File: src/rtl/acos_taylor_2.sv
// acos_taylor_2: acos(x) ~= pi/2 - x - x^3/6 for IEEE-754 single x, using one
// shared multiplier and one shared adder that are sequenced by an FSM.
// Ports:
//   clk, rst            clock and synchronous active-high reset (also resets fp units)
//   x, x_stb, x_ack     operand in (stb/ack handshake)
//   acos, acos_stb, acos_ack  result out (stb/ack handshake; held until acknowledged)
// fp_mult2x32 / fp_adder_2x32: stb/ack float units. Denormals are flushed to zero
// and rounding is to nearest-even. Inf/NaN operands never reach them here because
// the domain check diverts |x|>1.

module fp_mult2x32 (
    input  logic        clk,
    input  logic        rst,
    input  logic [31:0] input_a,
    input  logic        input_a_stb,
    output logic        input_a_ack,
    input  logic [31:0] input_b,
    input  logic        input_b_stb,
    output logic        input_b_ack,
    output logic [31:0] output_z,
    output logic        output_z_stb,
    input  logic        output_z_ack
);
    typedef enum logic [1:0] {GET_A, GET_B, CALC, PUT_Z} state_t;
    state_t state;
    logic [31:0] a_r, b_r, z_c;
    logic [47:0] prod;
    logic signed [9:0] e;
    logic [24:0] mr;
    logic g, s, sign;

    always_comb begin
        prod = {1'b1, a_r[22:0]} * {1'b1, b_r[22:0]};
        e    = $signed({2'b00, a_r[30:23]}) + $signed({2'b00, b_r[30:23]}) - 10'sd127;
        sign = a_r[31] ^ b_r[31];
        if (prod[47]) begin
            mr = {1'b0, prod[47:24]};
            g  = prod[23];
            s  = |prod[22:0];
            e  = e + 10'sd1;
        end else begin
            mr = {1'b0, prod[46:23]};
            g  = prod[22];
            s  = |prod[21:0];
        end
        if (g && (s || mr[0])) mr = mr + 25'd1;
        if (mr[24]) begin
            mr = mr >> 1;
            e  = e + 10'sd1;
        end
        if (a_r[30:23] == 8'd0 || b_r[30:23] == 8'd0 || e <= 10'sd0)
            z_c = {sign, 31'd0};
        else if (e >= 10'sd255)
            z_c = {sign, 8'hFF, 23'd0};
        else
            z_c = {sign, e[7:0], mr[22:0]};
    end

    always_ff @(posedge clk) begin
        if (rst) begin
            state        <= GET_A;
            input_a_ack  <= 1'b0;
            input_b_ack  <= 1'b0;
            output_z_stb <= 1'b0;
            output_z     <= '0;
            a_r          <= '0;
            b_r          <= '0;
        end else begin
            case (state)
                GET_A: begin
                    input_a_ack <= 1'b1;
                    if (input_a_stb && input_a_ack) begin
                        a_r         <= input_a;
                        input_a_ack <= 1'b0;
                        state       <= GET_B;
                    end
                end
                GET_B: begin
                    input_b_ack <= 1'b1;
                    if (input_b_stb && input_b_ack) begin
                        b_r         <= input_b;
                        input_b_ack <= 1'b0;
                        state       <= CALC;
                    end
                end
                CALC: begin
                    output_z     <= z_c;
                    output_z_stb <= 1'b1;
                    state        <= PUT_Z;
                end
                PUT_Z: begin
                    if (output_z_stb && output_z_ack) begin
                        output_z_stb <= 1'b0;
                        state        <= GET_A;
                    end
                end
                default: state <= GET_A;
            endcase
        end
    end
endmodule

module fp_adder_2x32 (
    input  logic        clk,
    input  logic        rst,
    input  logic [31:0] input_a,
    input  logic        input_a_stb,
    output logic        input_a_ack,
    input  logic [31:0] input_b,
    input  logic        input_b_stb,
    output logic        input_b_ack,
    output logic [31:0] output_z,
    output logic        output_z_stb,
    input  logic        output_z_ack
);
    typedef enum logic [1:0] {GET_A, GET_B, CALC, PUT_Z} state_t;
    state_t state;
    logic [31:0] a_r, b_r, z_c, big, sml;
    logic [7:0] d;
    logic [50:0] mx, my, sum, norm;
    logic signed [9:0] e;
    logic [24:0] mr;
    logic g, s, az, bz;
    int unsigned k;

    always_comb begin
        az = (a_r[30:23] == 8'd0);
        bz = (b_r[30:23] == 8'd0);
        if (a_r[30:0] >= b_r[30:0]) begin
            big = a_r;
            sml = b_r;
        end else begin
            big = b_r;
            sml = a_r;
        end
        d  = big[30:23] - sml[30:23];
        // Leading bit sits at 49; 26 spare low bits keep alignment exact up to d=25.
        // Beyond that the smaller operand only matters as a sticky bit.
        mx = {2'b01, big[22:0], 26'd0};
        my = (d > 8'd25) ? 51'd1 : ({2'b01, sml[22:0], 26'd0} >> d);
        sum = (big[31] == sml[31]) ? (mx + my) : (mx - my);
        k = 0;
        for (int unsigned i = 0; i < 51; i++)
            if (sum[i[5:0]]) k = i;
        norm = sum << (50 - k);
        e  = $signed({2'b00, big[30:23]} + k[9:0] - 10'd49);
        mr = {1'b0, norm[50:27]};
        g  = norm[26];
        s  = |norm[25:0];
        if (g && (s || mr[0])) mr = mr + 25'd1;
        if (mr[24]) begin
            mr = mr >> 1;
            e  = e + 10'sd1;
        end
        if (az && bz)
            z_c = {a_r[31] & b_r[31], 31'd0};
        else if (az)
            z_c = b_r;
        else if (bz)
            z_c = a_r;
        else if (sum == 51'd0 || e <= 10'sd0)
            z_c = (sum == 51'd0) ? 32'd0 : {big[31], 31'd0};
        else if (e >= 10'sd255)
            z_c = {big[31], 8'hFF, 23'd0};
        else
            z_c = {big[31], e[7:0], mr[22:0]};
    end

    always_ff @(posedge clk) begin
        if (rst) begin
            state        <= GET_A;
            input_a_ack  <= 1'b0;
            input_b_ack  <= 1'b0;
            output_z_stb <= 1'b0;
            output_z     <= '0;
            a_r          <= '0;
            b_r          <= '0;
        end else begin
            case (state)
                GET_A: begin
                    input_a_ack <= 1'b1;
                    if (input_a_stb && input_a_ack) begin
                        a_r         <= input_a;
                        input_a_ack <= 1'b0;
                        state       <= GET_B;
                    end
                end
                GET_B: begin
                    input_b_ack <= 1'b1;
                    if (input_b_stb && input_b_ack) begin
                        b_r         <= input_b;
                        input_b_ack <= 1'b0;
                        state       <= CALC;
                    end
                end
                CALC: begin
                    output_z     <= z_c;
                    output_z_stb <= 1'b1;
                    state        <= PUT_Z;
                end
                PUT_Z: begin
                    if (output_z_stb && output_z_ack) begin
                        output_z_stb <= 1'b0;
                        state        <= GET_A;
                    end
                end
                default: state <= GET_A;
            endcase
        end
    end
endmodule

module acos_taylor_2 #(
    parameter logic [31:0] PI_HALF = 32'h3FC90FDB,
    parameter logic [31:0] C3      = 32'h3E2AAAAB,
    parameter logic [31:0] QNAN    = 32'h7FC00000
) (
    input  logic        clk,
    input  logic        rst,
    input  logic [31:0] x,
    input  logic        x_stb,
    output logic        x_ack,
    output logic [31:0] acos,
    output logic        acos_stb,
    input  logic        acos_ack
);
    typedef enum logic [2:0] {IDLE, CHECK, MUL_LD, MUL_WT, ADD_LD, ADD_WT, DONE} state_t;
    state_t state;
    logic [31:0] xr, op_a, op_b, mul_z, add_z;
    logic [2:0]  step;
    logic mul_a_stb, mul_b_stb, mul_z_ack, mul_a_ack, mul_b_ack, mul_z_stb;
    logic add_a_stb, add_b_stb, add_z_ack, add_a_ack, add_b_ack, add_z_stb;

    fp_mult2x32 u_mul (
        .clk(clk), .rst(rst),
        .input_a(op_a), .input_a_stb(mul_a_stb), .input_a_ack(mul_a_ack),
        .input_b(op_b), .input_b_stb(mul_b_stb), .input_b_ack(mul_b_ack),
        .output_z(mul_z), .output_z_stb(mul_z_stb), .output_z_ack(mul_z_ack)
    );

    fp_adder_2x32 u_add (
        .clk(clk), .rst(rst),
        .input_a(op_a), .input_a_stb(add_a_stb), .input_a_ack(add_a_ack),
        .input_b(op_b), .input_b_stb(add_b_stb), .input_b_ack(add_b_ack),
        .output_z(add_z), .output_z_stb(add_z_stb), .output_z_ack(add_z_ack)
    );

    // Each capture launches the next step directly, so the running product p
    // lives only on the op_a/op_b operand registers.
    always_ff @(posedge clk) begin
        if (rst) begin
            state     <= IDLE;
            x_ack     <= 1'b0;
            acos      <= '0;
            acos_stb  <= 1'b0;
            xr        <= '0;
            op_a      <= '0;
            op_b      <= '0;
            step      <= '0;
            mul_a_stb <= 1'b0;
            mul_b_stb <= 1'b0;
            mul_z_ack <= 1'b0;
            add_a_stb <= 1'b0;
            add_b_stb <= 1'b0;
            add_z_ack <= 1'b0;
        end else begin
            mul_z_ack <= 1'b0;
            add_z_ack <= 1'b0;
            case (state)
                IDLE: begin
                    x_ack <= 1'b1;
                    if (x_stb && x_ack) begin
                        xr    <= x;
                        x_ack <= 1'b0;
                        state <= CHECK;
                    end
                end
                CHECK: begin
                    if (xr[30:0] > 31'h3F800000) begin
                        acos     <= QNAN;
                        acos_stb <= 1'b1;
                        state    <= DONE;
                    end else begin
                        step      <= 3'd0;
                        op_a      <= xr;
                        op_b      <= xr;
                        mul_a_stb <= 1'b1;
                        mul_b_stb <= 1'b1;
                        state     <= MUL_LD;
                    end
                end
                MUL_LD: begin
                    if (mul_a_stb && mul_a_ack) mul_a_stb <= 1'b0;
                    if (mul_b_stb && mul_b_ack) mul_b_stb <= 1'b0;
                    if (!mul_a_stb && !mul_b_stb) state <= MUL_WT;
                end
                MUL_WT: begin
                    if (mul_z_stb) begin
                        mul_z_ack <= 1'b1;
                        step      <= step + 3'd1;
                        if (step == 3'd2) begin
                            op_a      <= xr;
                            op_b      <= mul_z;
                            add_a_stb <= 1'b1;
                            add_b_stb <= 1'b1;
                            state     <= ADD_LD;
                        end else begin
                            op_a      <= mul_z;
                            op_b      <= (step == 3'd0) ? xr : C3;
                            mul_a_stb <= 1'b1;
                            mul_b_stb <= 1'b1;
                            state     <= MUL_LD;
                        end
                    end
                end
                ADD_LD: begin
                    if (add_a_stb && add_a_ack) add_a_stb <= 1'b0;
                    if (add_b_stb && add_b_ack) add_b_stb <= 1'b0;
                    if (!add_a_stb && !add_b_stb) state <= ADD_WT;
                end
                ADD_WT: begin
                    if (add_z_stb) begin
                        add_z_ack <= 1'b1;
                        step      <= step + 3'd1;
                        if (step == 3'd3) begin
                            op_a      <= PI_HALF;
                            op_b      <= {~add_z[31], add_z[30:0]};
                            add_a_stb <= 1'b1;
                            add_b_stb <= 1'b1;
                            state     <= ADD_LD;
                        end else begin
                            acos     <= add_z;
                            acos_stb <= 1'b1;
                            state    <= DONE;
                        end
                    end
                end
                DONE: begin
                    if (acos_ack) begin
                        acos_stb <= 1'b0;
                        x_ack    <= 1'b1;
                        state    <= IDLE;
                    end
                end
                default: state <= IDLE;
            endcase
        end
    end
endmodule

File: config.mk
export PLATFORM = sky130hd
export DESIGN_NAME = acos_taylor_2
export DESIGN_NICKNAME = d
export VERILOG_FILES = /design/src/rtl/acos_taylor_2.sv
export SDC_FILE = /design/constraint.sdc
export NUM_CORES = 2
export LEC_CHECK = 0
export CORE_MARGIN = 4
export CORE_UTILIZATION = 35
export DETAILED_ROUTE_END_ITERATION = 7
export MAX_ROUTING_LAYER = met4
export PLACE_DENSITY = 0.58
export SYNTH_ARGS = -nofsm -noshare
export SYNTH_HDL_FRONTEND = slang
export SYNTH_SLANG_ARGS = --single-unit
File: constraint.sdc
create_clock -name clk -period 18 [get_ports clk]
set_clock_uncertainty 0.1 [all_clocks]
set_input_delay 2.7 -clock clk [delete_from_list [all_inputs] [get_ports clk]]
set_output_delay 2.7 -clock clk [all_outputs]
set_load 0.03 [all_outputs]
Yosys cells after proc, flatten, opt, wreduce, memory -nomap -nowiden

Cells that the tools add are included.

Register bits: 344
Bits of input ports: 36
Output and inout bits: 34
Logic and storage cells: 299

$add $sub $neg: 14
$mul: 1
Magnitude comparators: 7
Equal/unequal tests: 37
Shift operators: 2
Multiplexer cells: 143
Bitwise logic cells: 5
Reductions and logical operators: 62

Operator list:

| cell                                                                   | number |
|---|---|
| 32-bit two-way mux                                                     | 20 |
| 32-bit one-hot mux with 3 select lines                                 | 2 |
| 6-bit two-way mux                                                      | 19 |
| 51-bit two-way mux                                                     | 2 |
| 31-bit two-way mux                                                     | 3 |
| 5-bit two-way mux                                                      | 16 |
| 32-bit one-hot mux with 2 select lines                                 | 1 |
| 50-bit by 51-bit adder with 51-bit output                              | 1 |
| 51-bit logical NOT                                                     | 1 |
| 51-bit by 32-bit << shifter with 51-bit output                         | 1 |
| 50-bit by 8-bit right shift with 51-bit output                         | 1 |
| 50-bit by 51-bit subtractor with 51-bit output                         | 1 |
| 24-bit by 1-bit adder with 25-bit output, second input constant        | 2 |
| 25-bit two-way mux                                                     | 2 |
| 24-bit by 24-bit multiplier with 48-bit output                         | 1 |
| 23-bit two-way mux                                                     | 2 |
| 3-bit two-way mux                                                      | 15 |
| 2-bit inequality test, second input constant                           | 18 |
| 8-bit logical NOT                                                      | 4 |
| 4-bit two-way mux                                                      | 8 |
| 31-bit greater-or-equal comparator                                     | 1 |
| 31-bit by 30-bit > comparator with 1-bit output, second input constant | 1 |
| 10-bit by 2-bit adder with 10-bit output, second input constant        | 3 |
| 10-bit two-way mux                                                     | 3 |
| 44 further kinds                                                       | 143 |

Longest topological paths before layout

Depth in word-level cells: 70
Mapped depth: 81
Depth with buffers taken out: 64

By module

From an unflattened synthesis, not the netlist that was laid out.

Cell total of the unflattened synthesis: 6881
Area, all modules: 52938.3 µm²

Modules (own cells, without submodules):

| module        | times used | cells an instance | area each (µm²) | sequential area each (µm²) |
|---|---|---|---|---|
| fp_mult2x32   | 1          | 3079              | 25834.8         | 2021.9 |
| fp_adder_2x32 | 1          | 3048              | 20711.1         | 2021.9 |
| acos_taylor_2 | 1          | 754               | 6392.4          | 2842.7 |

Worst setup path after synthesis

OpenSTA, ideal clock, no wires.

Kind: flip-flop to flip-flop
From: reg u_add.b_r[28]
To: reg u_add.output_z[11]
Data arrival time: 14698 ps
Data required time: 17768 ps
Setup slack: 3071 ps
Stages on the path, launching flop included: 72
Clock period less this slack: 14929 ps
Cell sequence: dfxtp_1 -> inv_1 -> ha_1 -> buf_4 -> nand4_4 -> nor2_1 -> a221oi_2 -> and3_1 -> buf_6 -> nand2_2 -> buf_4 -> buf_2 -> buf_1 -> buf_1 -> o21a_1 -> ha_1 -> a31oi_1 -> o31ai_2 -> (+36 left out) -> ha_1 -> clkbuf_1 -> inv_1 -> clkbuf_1 -> buf_1 -> clkbuf_1 -> mux4_2 -> nor4_1 -> o21ai_1 -> nor2_1 -> o2111ai_1 -> nand3b_1 -> or4_1 -> a32o_1 -> clkbuf_1 -> nand4_2 -> buf_2 -> o32ai_1

Cells in the longest elaborated chain, start to end: 70
Elaborated cells on any way between the ends: 84

Ends and longest elaborated chain:

| item                                                                                    | line | source |
|---|---|---|
| from (decl)                                                                             | 118  | `logic [31:0] a_r, b_r, z_c, big, sml;` |
| from (signal assigned)                                                                  | 191  | `b_r <= input_b;` |
| branches (longest 69 deep; another with 50-bit by 51-bit subtractor with 51-bit output) | n/a  |  |
| 32-bit two-way mux *                                                                    | 155  | `if (az && bz)` |
| to (signal assigned)                                                                    | 197  | `output_z <= z_c;` |
| to (decl)                                                                               | 112  | `output logic [31:0] output_z,` |

Every way passes the cells marked *.
A chain may end at the register's enable or synchronous reset.

Final worst setup path

From: reg u_add.b_r[26]
To: reg u_add.output_z[14]

Same word-level chain as after synthesis.

==> impl_metrics.tcl <==
set metrics [dict create \
    synth_edf_count 0 \
    die_w_microns 387 \
    grt_start_max_net_pins 91 \
    drive_gt1_share_pct 6.08 \
    synthCells 6618 \
    htree_levels 2 \
    setup_viol 0 \
    violations "design-rule violations" \
    grt_overflow 0 \
    rsz0062_at_grt "false" \
    initial_utilization_pct 35.4 \
    gp_congestion 1.01 \
    start_kind "register" \
    synth_area_leaders "fa_1 (19%), dfxtp_1 (14%), nand2_1 (7.4%), ha_1 (7.2%), a21oi_1 (5.5%)" \
    grt_pass1_vias 48421 \
    p_leak_uw 0.0227 \
    core.rowCount 138 \
    core-area_sq_um 142000 \
    r2r_cells 64 \
    cts_buffers 40 \
    final_cell_count_no_fill 8351 \
    synth-main-ff-cell "dfxtp_1" \
    ys_ff_latch 344 \
    mostFrequentLayoutCells "nand2_1 (994), inv_1 (694), a21oi_1 (554)" \
    ys_warn_count 0 \
    crit_required_ns 18.39 \
    cp_max_fo 22 \
    setup_ws_ns 0.919 \
    placed_cells 8274 \
    rr_endpoint "u_add.output_z[14]$_SDFFE_PP0P_" \
    clk_latency_ns 0.59 \
    critPathSlowestCell "ha_1" \
    p_total_uw 2350 \
    antenna_left 0 \
    postCtsHoldBufs 0 \
    port_buffers 69 \
    post-route-min-period_ns 17.08 \
    synth_nets 7427 \
    synth_seq_area_share_pct 13.7 \
    drc 1 \
    reg2reg_from "u_add.b_r[26]$_SDFFE_PP0P_" \
    die_h_microns 387 \
    critical_path_class "reg2reg" \
    yosysTopAreaCellShare_pct 19.3 \
    hold_viol 0 \
    wl_per_cell_microns 24.0 \
    max_clock_freq_ghz 0.0585 \
    grt_use_total_pct 26.5 \
    drt_iter0_drc 5644 \
    dpl.hpwl_mm 155 \
    wl_mm 201 \
    critical_path_arrival_ns 17.47 \
    reg2reg_setup_slack_ns 0.92 \
    area_growth_pct 7.58 \
    final_nets 7244 \
    viasPerCell 5.99 \
    final_cell_area_sq_um 54200 \
    holdPathEnd "u_mul.b_r[19]$_SDFFE_PP0P_" \
    place_area_sq_um 52700 \
    ir_drop_mv 0.0684 \
    endpoint_kind "register" \
    yosysTopAreaCell "fa_1" \
    path_buf_inv 9 \
    grt_pass1_wl_mm 306 \
    place_ws_ns -0.281 \
    cts_tree "built" \
    finalMaxSlewViolations 0 \
    vias 50001 \
    min_delay_path_depth 2 \
    n_antenna_cell 0 \
    critical-path-max-stage-delay_ns 0.57 \
    ys_types 125 \
    netlist_area_sq_um 50400 \
    cts.clk_slew.worst_paths_ns 0.06 \
    status "finished, violations left" \
    worst_pin_slew_ns 1.37 \
    cts_sinks 344 \
    async_flop_share_pct 0 \
    final_common_cell "nand2_1" \
    pwr_density_cell_nw_per_um2 43.3 \
    io_pins 70 \
    cp_top_family "compound AO/OA/AOI/OAI gates" \
    syn-mean-instance-area_sq_um 7.61 \
    die_area_sq_um 150000 \
    antenna_found_initial 0 \
    clock_path_buffers 3 \
    cap_violations 0 \
    hp-class "reg2reg" \
    postLayoutCoreUtil_pct 38.1 \
    timing.final.crit_share_pct 94.9 \
    maxSlewHeadroom_pct 7.60 \
    first_pass_iters 8 \
    clockRootBuffer "clkbuf_16" \
    min_from "u_mul.b_r[19]$_SDFFE_PP0P_" \
]
[layer usage]
| layer | vias up | GRT usage, % | part of all wire [%] |
|---|---|---|---|
| met5 | - | - | 0 |
| met4 | 0 | 9.69 | 4.5 |
| met3 | 399 | 3.63 | 7.7 |
| met2 | 2366 | 40.0 | 44 |
| met1 | 24732 | 36.1 | 44 |
| li1 | 22504 | - | - |
[power breakdown]
part,switching [uW],internal (uW)
sequential,111,834
clock,353,497
combinational,370,180
total,834,1510
[worst reg2reg max path, delay by kind of cell, from the launching register on]
family,cells,cell delay (ns)
multiplexers,1,0.28
AO/OA/AOI/OAI,29,7.16
AND/OR/NAND/NOR,20,5.73
buffers and inverters,9,1.52
adder cells (fa/ha/maj),5,1.70
flip-flops,1,0.49
[cells by family after synthesis]
kind of cell | after synthesis | share of synthesized area, %
AND/OR/NAND/NOR | 2390 | 22.7
XOR/XNOR | 158 | 2.75
adder cells (fa/ha/maj) | 773 | 26.4
buffers and inverters | 1128 | 8.67
flip-flops | 344 | 13.7
AO/OA/AOI/OAI | 1714 | 23.1
multiplexers | 111 | 2.74
[Yosys cell counts (50+ instances only)]
library cell	count
a21oi_1	555
xnor2_1	112
fa_1	485
nand4_1	54
buf_2	50
ha_1	288
a221oi_1	70
o21bai_1	52
mux2i_1	59
nor2_1	407
nand2_1	994
dfxtp_1	344
clkbuf_1	333
a211oi_1	111
inv_1	694
nand3_1	152
o21ai_0	212
o211ai_1	61
and2_1	270
nor3_1	169
a21o_1	70
[layout make-up]
class                      count  area, sq um
fill                       14970        88100
multi-input combinational   5147        39300
sequential                   344         6890
clock inverter                15          214
clock buffer                  53         1120
timing repair buffer         204         1710
tap                         1890         2360
inverter                     698         2620
[metrics by stage]
| stage | setup TNS [ns] | hold WS (ns) |
|---|---|---|
| global placement | -0.665 | 0.344 |
| floorplan | 0 | 0.345 |
| finish | 0 | 0.353 |
| detailed placement | -3.30 | 0.347 |
| CTS | 0 | 0.355 |
| global route | 0 | 0.374 |
[worst max path at each step]
stage,startpoint,to,slack [ns],depth (start not counted)
global placement,u_add.b_r[26]$_SDFFE_PP0P_,u_add.output_z[2]$_SDFFE_PP0P_,-0.09,58
global route,u_add.b_r[26]$_SDFFE_PP0P_,u_add.output_z[7]$_SDFFE_PP0P_,0.06,66
floorplan,u_add.b_r[28]$_SDFFE_PP0P_,u_add.output_z[11]$_SDFFE_PP0P_,3.07,71
detailed placement,u_add.b_r[26]$_SDFFE_PP0P_,u_add.output_z[2]$_SDFFE_PP0P_,-0.28,58
CTS,u_add.b_r[26]$_SDFFE_PP0P_,u_add.output_z[2]$_SDFFE_PP0P_,0.15,64
finish,u_add.b_r[26]$_SDFFE_PP0P_,u_add.output_z[14]$_SDFFE_PP0P_,0.92,64
[repair_timing]
item / CTS / global route
buffers inserted: 0 / 8
gates resized for setup: 2 / 12
setup endpoints to repair: 20 / 28
gates cloned: 0 / 1
pin swaps: 0 / 3
Power figures use the tool's default switching activity.
